==> config.mk <==
export PLATFORM = sky130hd
export DESIGN_NAME = mem_port_arbiter_flat
export DESIGN_NICKNAME = d
export VERILOG_FILES = /design/src/rtl/mem_port_arbiter_if.sv /design/src/rtl/mem_port_arbiter.sv /design/src/flat_wrapper.sv
export SDC_FILE = /design/constraint.sdc
export NUM_CORES = 1
export LEC_CHECK = 0
export CORE_ASPECT_RATIO = 1.25
export CORE_MARGIN = 2
export CORE_UTILIZATION = 21
export DETAILED_ROUTE_END_ITERATION = 10
export GPL_TIMING_DRIVEN = 0
export PLACE_DENSITY_LB_ADDON = 0.08
export SKIP_CTS_REPAIR_TIMING = 1
export SLEW_MARGIN = 20
export SYNTH_ARGS = -nofsm -noshare
export SYNTH_HDL_FRONTEND = slang
export SYNTH_SLANG_ARGS = --single-unit
==> constraint.sdc <==
create_clock -name clk -period 1.9 [get_ports clk]
set_clock_uncertainty 0.1 [all_clocks]
set_input_delay 0.38 -clock clk [delete_from_list [all_inputs] [get_ports clk]]
set_output_delay 0.38 -clock clk [all_outputs]
set_load 0.02 [all_outputs]
==> src/rtl/mem_port_arbiter_if.sv <==
// Pipeline/memory bus of the shared MemArray port: fetch (i*), load/store (d*) and memory (m*).
// Handshake: a request is raised with its address/data and held unchanged until the matching
// grant is seen high in the same cycle; read data returns one cycle later tagged by *valid.
interface mem_port_arbiter_if #(
    parameter int DBITS = 16,
    parameter int ABITS = 12
);
    logic             ireq;
    logic [DBITS-1:0] iaddr;
    logic             ignt;
    logic             ivalid;
    logic [DBITS-1:0] idata;
    logic             dreq;
    logic             dwe;
    logic [DBITS-1:0] daddr;
    logic [DBITS-1:0] dwdata;
    logic             dgnt;
    logic             dvalid;
    logic [DBITS-1:0] drdata;
    logic [ABITS-1:0] maddr;
    logic             mwe;
    logic [DBITS-1:0] mdin;
    logic [DBITS-1:0] mdout;

    modport slave (
        input  ireq, iaddr, dreq, dwe, daddr, dwdata, mdout,
        output ignt, ivalid, idata, dgnt, dvalid, drdata, maddr, mwe, mdin
    );

    modport master (
        output ireq, iaddr, dreq, dwe, daddr, dwdata, mdout,
        input  ignt, ivalid, idata, dgnt, dvalid, drdata, maddr, mwe, mdin
    );
endinterface

==> src/rtl/mem_port_arbiter.sv <==
// Shares the single MemArray port between fetch and load/store: data priority with a
// fetch starvation guard, 1-cycle tagged read return, out-of-range stores suppressed.
module mem_port_arbiter #(
    parameter int DBITS   = 16,
    parameter int ABITS   = 12,
    parameter int MAXWAIT = 3,
    localparam int WW = ($clog2(MAXWAIT + 1) > 2) ? $clog2(MAXWAIT + 1) : 2
) (
    input  logic          clk,
    input  logic          rst_n,
    mem_port_arbiter_if.slave bus,
    output logic [1:0]    dbg_tag,
    output logic [WW-1:0] dbg_wcnt
);
    typedef enum logic [1:0] {
        TAG_NONE = 2'd0,
        TAG_IRET = 2'd1,
        TAG_DRET = 2'd2
    } tag_t;

    localparam logic [DBITS-1:0] DEAD = DBITS'(16'hDEAD);

    tag_t          tag, tag_next;
    logic [WW-1:0] wcnt;
    logic          oor;
    logic          force_fetch;
    logic          dgnt;
    logic          ignt;
    logic          in_range;

    generate
        if (ABITS + 1 < DBITS) begin : g_range
            assign in_range = (bus.daddr[DBITS-1:ABITS+1] == '0);
        end else begin : g_full
            assign in_range = 1'b1;
        end
    endgenerate

    // Grants are held off while in reset so nothing reaches memory.
    assign force_fetch = bus.ireq && (wcnt == WW'(MAXWAIT));
    assign dgnt        = rst_n && bus.dreq && !force_fetch;
    assign ignt        = rst_n && bus.ireq && !dgnt;

    assign bus.dgnt  = dgnt;
    assign bus.ignt  = ignt;
    assign bus.maddr = dgnt ? bus.daddr[ABITS:1] : bus.iaddr[ABITS:1];
    assign bus.mdin  = bus.dwdata;
    assign bus.mwe   = dgnt && bus.dwe && in_range;

    // Counts data grants that overtook a pending fetch.
    always_ff @(posedge clk or negedge rst_n) begin
        if (!rst_n) begin
            wcnt <= '0;
        end else if (!bus.ireq || ignt) begin
            wcnt <= '0;
        end else if (dgnt && (wcnt != WW'(MAXWAIT))) begin
            wcnt <= wcnt + 1'b1;
        end
    end

    always_ff @(posedge clk or negedge rst_n) begin
        if (!rst_n) begin
            tag <= TAG_NONE;
            oor <= 1'b0;
        end else begin
            tag <= tag_next;
            if (dgnt && !bus.dwe) begin
                oor <= !in_range;
            end
        end
    end

    always_comb begin
        tag_next = TAG_NONE;
        if (ignt) begin
            tag_next = TAG_IRET;
        end else if (dgnt && !bus.dwe) begin
            tag_next = TAG_DRET;
        end
    end

    always_comb begin
        bus.ivalid = (tag == TAG_IRET);
        bus.dvalid = (tag == TAG_DRET);
        bus.idata  = bus.mdout;
        bus.drdata = oor ? DEAD : bus.mdout;
    end

    assign dbg_tag  = tag;
    assign dbg_wcnt = wcnt;
endmodule

==> src/flat_wrapper.sv <==
// flat-port wrapper written by rule: the top's interface ports become plain ports
module mem_port_arbiter_flat 
#(
    parameter int DBITS   = 16,
    parameter int ABITS   = 12,
    parameter int MAXWAIT = 3,
    localparam int WW = ($clog2(MAXWAIT + 1) > 2) ? $clog2(MAXWAIT + 1) : 2
)
  (clk, rst_n, dbg_tag, dbg_wcnt, bus_ireq, bus_iaddr, bus_dreq, bus_dwe, bus_daddr, bus_dwdata, bus_mdout, bus_ignt, bus_ivalid, bus_idata, bus_dgnt, bus_dvalid, bus_drdata, bus_maddr, bus_mwe, bus_mdin);
  mem_port_arbiter_if #(.DBITS(DBITS), .ABITS(ABITS)) bus_i ();
  input  logic clk;
  input  logic rst_n;
  output logic [1:0] dbg_tag;
  output logic [WW-1:0] dbg_wcnt;
  input wire logic [$bits(bus_i.ireq)-1:0] bus_ireq;
  input wire logic [$bits(bus_i.iaddr)-1:0] bus_iaddr;
  input wire logic [$bits(bus_i.dreq)-1:0] bus_dreq;
  input wire logic [$bits(bus_i.dwe)-1:0] bus_dwe;
  input wire logic [$bits(bus_i.daddr)-1:0] bus_daddr;
  input wire logic [$bits(bus_i.dwdata)-1:0] bus_dwdata;
  input wire logic [$bits(bus_i.mdout)-1:0] bus_mdout;
  output wire logic [$bits(bus_i.ignt)-1:0] bus_ignt;
  output wire logic [$bits(bus_i.ivalid)-1:0] bus_ivalid;
  output wire logic [$bits(bus_i.idata)-1:0] bus_idata;
  output wire logic [$bits(bus_i.dgnt)-1:0] bus_dgnt;
  output wire logic [$bits(bus_i.dvalid)-1:0] bus_dvalid;
  output wire logic [$bits(bus_i.drdata)-1:0] bus_drdata;
  output wire logic [$bits(bus_i.maddr)-1:0] bus_maddr;
  output wire logic [$bits(bus_i.mwe)-1:0] bus_mwe;
  output wire logic [$bits(bus_i.mdin)-1:0] bus_mdin;
  assign bus_i.ireq = bus_ireq;
  assign bus_i.iaddr = bus_iaddr;
  assign bus_i.dreq = bus_dreq;
  assign bus_i.dwe = bus_dwe;
  assign bus_i.daddr = bus_daddr;
  assign bus_i.dwdata = bus_dwdata;
  assign bus_i.mdout = bus_mdout;
  assign bus_ignt = bus_i.ignt;
  assign bus_ivalid = bus_i.ivalid;
  assign bus_idata = bus_i.idata;
  assign bus_dgnt = bus_i.dgnt;
  assign bus_dvalid = bus_i.dvalid;
  assign bus_drdata = bus_i.drdata;
  assign bus_maddr = bus_i.maddr;
  assign bus_mwe = bus_i.mwe;
  assign bus_mdin = bus_i.mdin;
  mem_port_arbiter #(.DBITS(DBITS), .ABITS(ABITS), .MAXWAIT(MAXWAIT)) u_core (.clk(clk), .rst_n(rst_n), .bus(bus_i), .dbg_tag(dbg_tag), .dbg_wcnt(dbg_wcnt));
endmodule
---- After elaboration in Yosys (flattened, before gate mapping) ----
Index checks and enable logic that the tools add are counted.
W data, S select, Z words.
cells by class
  add/subtract/negate cells ............... 1
  eq/ne operators ......................... 4
  muxes and demuxes ....................... 6
  reduce and logical (&&, ||, !) cells .... 17
operators by type and width
  operator               count
  $mux W16               1
  $mux W12               1
  $logic_and A1 B1 Y1    9
  $mux W2                4
  $logic_not A1 Y1       5
  $eq A2 B2 Y1 const B   2
  $logic_not A3 Y1       1
  $add A2 B1 Y2 const B  1
  $eq A2 B1 Y1 const B   1
  $ne A2 B2 Y1 const B   1
  $reduce_bool A2 Y1     1
  $logic_or A1 B1 Y1     1
storage, ports and cells
  flip-flop bits (word level) ............. 5
  input bits .............................. 69
  output and inout port bits .............. 69

---- Logic depth before layout (Yosys ltp) ----
Gate-level depths: netlist of run 1.
  word-level depth ........................ 8
  mapped depth ............................ 5
  gate-level depth less buffers ........... 4

---- Least setup slack after synthesis of run 1 ----
OpenSTA, ideal clock, no wires.
  kind .................................... reg2out
  start point ............................. register u_core.wcnt[0] (netlist: u_core.dbg_wcnt[0])
  end point ............................... output bus_maddr[0]
  arrival time ............................ 1.392 ns
  required time ........................... 1.420 ns
  slack ................................... 0.028 ns
  stages on the path, launching flop included .. 6
  path through ............................ dfrtp_1 > ha_1 > nand2_2 > nand3_4 > buf_6 > mux2_4
on the way
  longest elaborated chain between the ends .. 5
RTL lines
  item                      line                    source
  start: declaration        mem_port_arbiter.sv:24  logic [WW-1:0] wcnt;
  start signal: assignment  mem_port_arbiter.sv:57  wcnt <= wcnt + 1'b1;
  $eq A2 B2 Y1              mem_port_arbiter.sv:40  assign force_fetch = bus.ireq && (wcnt == WW'(MAXWAIT));
  $logic_and A1 B1 Y1       mem_port_arbiter.sv:40
  $logic_not A1 Y1          mem_port_arbiter.sv:41  assign dgnt = rst_n && bus.dreq && !force_fetch;
  $logic_and A1 B1 Y1       mem_port_arbiter.sv:41
  $mux W12                  mem_port_arbiter.sv:46  assign bus.maddr = dgnt ? bus.daddr[ABITS:1] : bus.iaddr[ABITS:1];
  end: declaration          flat_wrapper.sv:28      output wire logic [$bits(bus_i.maddr)-1:0] bus_maddr;
No other way between the ends.

---- Worst setup path after layout of run 1 ----
  start point ............................. register u_core.wcnt[0] (netlist: u_core.dbg_wcnt[0])
  end point ............................... output bus_maddr[8]
The elaborated chain is that of the path after synthesis.

==> metrics, run 1 <==
Die Area=0.00422 sq mm; Slew Limit Fails=0; status=finished, violations left; RSZ-0062 raised after global routing=true; largest cells by area after synthesis=buf_4 (31%), dfrtp_1 (16%), mux2_4 (13%); Final WS setup=-0.179 ns; Setup Viol. Count Final=14; share of cells above drive strength 1=42.1%; Clock Pin Slew Worst Setup and Hold Paths=0.03 ns; worst setup path class=register to output port; first-pass GRT wire length=4510 um; worst-path cell chain=ha_2 > nand2_2 > nand3_4 > clkbuf_16 > mux2_4 > buf_6; Initial Util=22.2%; routed len/inst=12.6 um; hold-critical path depth=2; # IOs=138; Worst EP required=1.42 ns; final wirelength=3190 um; Post-route DRC=0; max_cap viols=0; die height=72.2 um; Internal Pwr Total=572 uW; Hold Path Origin=bus_ireq; TritonCTS buffer count=3; Layout Nets=285; CP max stage delay=0.37 ns; Worst-Margin Slew=0.245 ns; reg2reg start=u_core.dbg_wcnt[0]; CTS tree=done; area of the core=0.00351 sq mm; Vias=1042; Slew HR=83.6%; Overall Global Routing Usage=13.5%; Min-Delay Endpoint=u_core.dbg_wcnt[0]; Peak VDD IR=0.288 mV; cell area after synthesis=781 sq um; endpoints failing hold=0; syn avg cell area=8.97 sq um; clock power share=23.5%; setup tns final=-1.87 ns; initial drt markers=13; failing checks=negative setup slack; drt pass-1 iters=3; Leak=1.21 nW; most common cell after layout, fill and taps aside=clkdlybuf4s50_1; CP max-delay cell=dfrtp_1; Synthesized Nets=157; PwrDens=372 mW/mm^2; Comb power frac=62.2%; largest net degree at the start of global routing=12; total clock sinks=5; part of the power in registers=14.3%; switching share of power=31.3%; htree depth=1; CP Max Fanout=5; root buffer cell=clkbuf_8; Synth cell types=21; row count=24; r2r setup slk=0.54 ns; Post-Syn Instances=87; YS warnings=0; Data arrival, critical path=1.60 ns; class of the worst hold path=input port to register; depth of the most critical reg-to-reg path=5; vias in the first global route=1049; Placer Congestion=0.712; Synth Register Bits=5; Worst Setup End Kind=output port; Setup crit start kind=register; DPL Wire Length=2680 um; Worst R2R End=u_core.oor; commonest non-fill, non-tap cells in the layout=clkdlybuf4s50_1 (66), buf_4 (36), dlymetal6s2s_1 (34), buf_6 (16), or2_2 (11); initial antenna violation count=0; Final min period=2.08 ns; P&R area growth vs syn=186%; fin util=63.6%; cell taking the most area after synthesis=buf_4; Switch Pwr=261 uW; Ant. Diodes=0; Die Wd=58.5 um; Final period util=109%; Achievable Freq=0.481 GHz; post-synth top area share=30.8%; Port-buffer cells=116; vias per cell=4.12; ANT nets after route=0; sequential fraction of the synthesis area=16.0%; grt ovf=0; Worst-Skew Late Latency=0.22 ns; maximum clock path buffer count=2
[power groups by stage]
| stage | sequential (mW) | combinational (mW) | clock [mW] |
|---|---|---|---|
| CTS | 0.120 | 0.504 | 0.201 |
| floorplan | 0.124 | 0.226 | 0 |
| detailed placement | 0.121 | 0.503 | 0 |
| finish | 0.120 | 0.518 | 0.196 |
| global route | 0.121 | 0.546 | 0.211 |
| global placement | 0.121 | 0.495 | 0 |
[kinds of logic (layout without fill, tap and decap cells)]
| group | Yosys count | in the layout | synth area share, % |
|---|---|---|---|
| AO/OA/AOI/OAI | 2 | 2 | 1.92 |
| adder cells (fa/ha/maj) | 1 | 1 | 1.60 |
| buffers and inverters | 37 | 164 | 34.1 |
| flip-flops | 5 | 5 | 16.0 |
| multiplexers | 13 | 13 | 22.0 |
| AND/OR/NAND/NOR | 29 | 29 | 24.4 |
[worst max-delay path by stage]
| stage | to | start |
|---|---|---|
| 6_report | bus_maddr[8] | u_core.dbg_wcnt[0] |
| 3_5_place_dp | bus_maddr[10] | rst_n |
| 3_3_place_gp | bus_maddr[0] | rst_n |
| 4_1_cts | bus_maddr[10] | rst_n |
| 5_1_grt | bus_maddr[8] | u_core.dbg_wcnt[0] |
| 2_1_floorplan | bus_maddr[0] | u_core.dbg_wcnt[0] |
[synthesized netlist by cell type (all sizes together)]
master and count:
nand4b 1, nand4 1, nor2b 7, or2 11
and4b 1, ha 1, mux2 12, inv 3
clkbuf 1, mux2i 1, buf 33, nand3 1
dfrtp 5, nor3 1, and3 1, nor2 1
a21boi 2, nand2 4
[per-stage QoR]
stage               instances  power [mW]  setup slack (ns)  hold slack (ns)  cell area [sq um]
floorplan                  87       0.350            0.0282          -0.0156                781
global placement          242       0.616            -0.929            0.461               1990
detailed placement        242       0.624            -0.980            0.478               1990
CTS                       246       0.825            -0.979            0.386               2040
global route              253       0.878            -0.226            0.417               2240
finish                    253       0.833            -0.179            0.416               2240
[layer usage]
layer | track usage (%) | part of all wire (%)
met1 | 12.8 | 31
met2 | 27.1 | 59
met3 | 4.81 | 10
met4 | 2.33 | 0
met5 | 0 | 0
[sequential cells by signal, indices dropped and copies added, names as in the netlist]
signal and cells:
u_core.dbg_tag 2, u_core.oor 1, u_core.dbg_wcnt 2
[critical path, delay by kind of cell, from the launching register on]
family / cells / cell delay (ns)
muxes: 1 / 0.29
DFF: 1 / 0.37
buffers and inverters: 2 / 0.32
and+or+nand+nor: 2 / 0.21
adders and majority gates: 1 / 0.18
[final cells by class]
cell class,instances,area [sq um]
Clock buffer,4,45.0
Tap cell,39,48.8
Multi-Input combinational cell,45,403
Inverter,3,11.3
Buffer,34,265
Sequential cell,5,126
Fill cell,320,1280
Timing Repair Buffer,123,1340
Note: power is estimated with default switching activity, not from simulation.
==> run 2: changes to the inputs <==
- CORE_UTILIZATION: 21 -> 22
- clock period: 1.9 -> 2.6 ns (I/O delays scaled with it)
==> run 2 against run 1 <==
  * The run now ends clean
  * Cell count is 2.8% lower
  * Utilization decreased by 3.3 points
  * Cell area shrank 6.8%
  * First-iteration DRC count rose by 69%
  * Count of clock-buffer cells in the layout unchanged
  * Worst hold slack lost 0.29 ns
  * Register-to-register slack better by 0.57 ns
  * Power shrank 29%
  * Global-route usage grew 1.0 points
  * Non-clock buffer count is 7 lower
  * Largest cell class unchanged
==> metrics, run 2 (same netlist as run 1, synthesis figures left out) <==
total clock sinks=5; Post-route DRC=0; max_cap viols=0; first-pass GRT wire length=4660 um; PwrDens=282 mW/mm^2; Worst Setup End Kind=output port; most common cell after layout, fill and taps aside=clkdlybuf4s50_1; vias per cell=4.02; Final min period=2.41 ns; worst setup path class=register to output port; commonest non-fill, non-tap cells in the layout=clkdlybuf4s50_1 (98), buf_4 (32), dlymetal6s2s_1 (18), or2_2 (11); status=finished clean; Data arrival, critical path=1.79 ns; DPL Wire Length=2660 um; share of cells above drive strength 1=30.4%; largest net degree at the start of global routing=12; Initial Util=22.6%; die height=70.6 um; htree depth=1; Achievable Freq=0.415 GHz; Clock Pin Slew Worst Setup and Hold Paths=0.03 ns; Worst EP required=1.98 ns; CP max stage delay=0.61 ns; CP delay by family, top=buffers and inverters; Leak=1.06 nW; root buffer cell=clkbuf_8; Peak VDD IR=0.291 mV; Layout Nets=278; Tot Pwr=589 uW; Die Area=0.00404 sq mm; maximum clock path buffer count=2; P&R area growth vs syn=167%; area of the core=0.00345 sq mm; endpoints failing hold=0; ANT nets after route=0; CP Max Fanout=10; Setup crit start kind=register; class of the worst hold path=input port to asynchronous set/reset pin; Final WS setup=0.188 ns; Die Wd=57.3 um; initial antenna violation count=0; initial drt markers=22; final hold slack=0.129 ns; drt pass-1 iters=3; worst-path cell chain=clkbuf_1 > or2_2 > clkdlybuf4s50_1; Ant. Diodes=0; Port-buffer cells=116; Setup Viol. Count Final=0; Overall Global Routing Usage=14.5%; RSZ-0062 raised after global routing=false; Slew HR=70.3%; Placer Congestion=0.628; TritonCTS buffer count=3; CP max-delay cell=clkdlybuf4s50_1; worst slack at placement=-0.526 ns; CP Buf/Inv Count=2; # IOs=138; Slew Limit Fails=0; CTS tree=done; setup tns final=0 ns; vias in the first global route=989; Final period util=92.8%; grt ovf=0; Worst-Margin Slew=0.444 ns; Worst-Skew Late Latency=0.22 ns; Vias=988; row count=24; routed len/inst=12.0 um; fillers=320; final wirelength=2950 um
-- run 2: cell types whose count changed in the layout (fill, tap and decap cells not counted), sizes merged --
cell           change
buf               -21
clkbuf             -1
clkdlybuf4s50     +32
dlygate4sd3        -1
dlymetal6s2s      -16
-- run 2: worst paths after layout --
kind	from	end	slack, ns	cells after the start
worst max-delay path	u_core.oor	bus_drdata[7]	0.19	3
worst min-delay path	rst_n	u_core.dbg_tag[0]	0.13	1
worst max register to register	u_core.dbg_wcnt[0]	u_core.dbg_tag[0]	1.11	5
worst min register to register	u_core.dbg_wcnt[0]	u_core.dbg_wcnt[0]	0.49	2
max in group asynchronous	rst_n	u_core.dbg_wcnt[1]	1.97	1
min in group clk	u_core.dbg_wcnt[0]	u_core.dbg_wcnt[0]	0.49	2
-- run 2: power breakdown --
part           internal, mW  leakage [nW]  switching [mW]  total, mW
Sequential           0.0824        0.0634         0.00524     0.0876
Combinational         0.219         0.974           0.141      0.360
Clock                 0.105        0.0228          0.0362      0.141
-- run 2: area by class of cell --
type / instances / area (sq um) / share of cell area (%)
plain buffers: 34 / 259 / 12.4
clock buffers: 4 / 45.0 / 2.16
inverters: 3 / 11.3 / 0.540
multi-input cells: 45 / 389 / 18.7
flip-flops and latches: 5 / 125 / 6.00
well taps: 39 / 48.8 / 2.34
repair buffers: 116 / 1210 / 57.9
-- run 2: per-stage QoR --
step,instance area (sq um),util (%),cells
2_1_floorplan,781,-,87
3_3_place_gp,1990,57.6,242
3_5_place_dp,1990,57.6,242
4_1_cts,2040,58.9,246
5_1_grt,2080,60.4,246
6_report,2080,60.4,246
-- run 2: per-layer routing --
metal	wire length (um)	part of all wire, %	vias to the layer above	global-route usage, %
met5	0	0	-	0
met4	8	0.27	0	4.65
met3	243	8.3	2	4.02
met2	1740	59	55	28.2
met1	958	33	436	14.4
li1	-	-	495	-
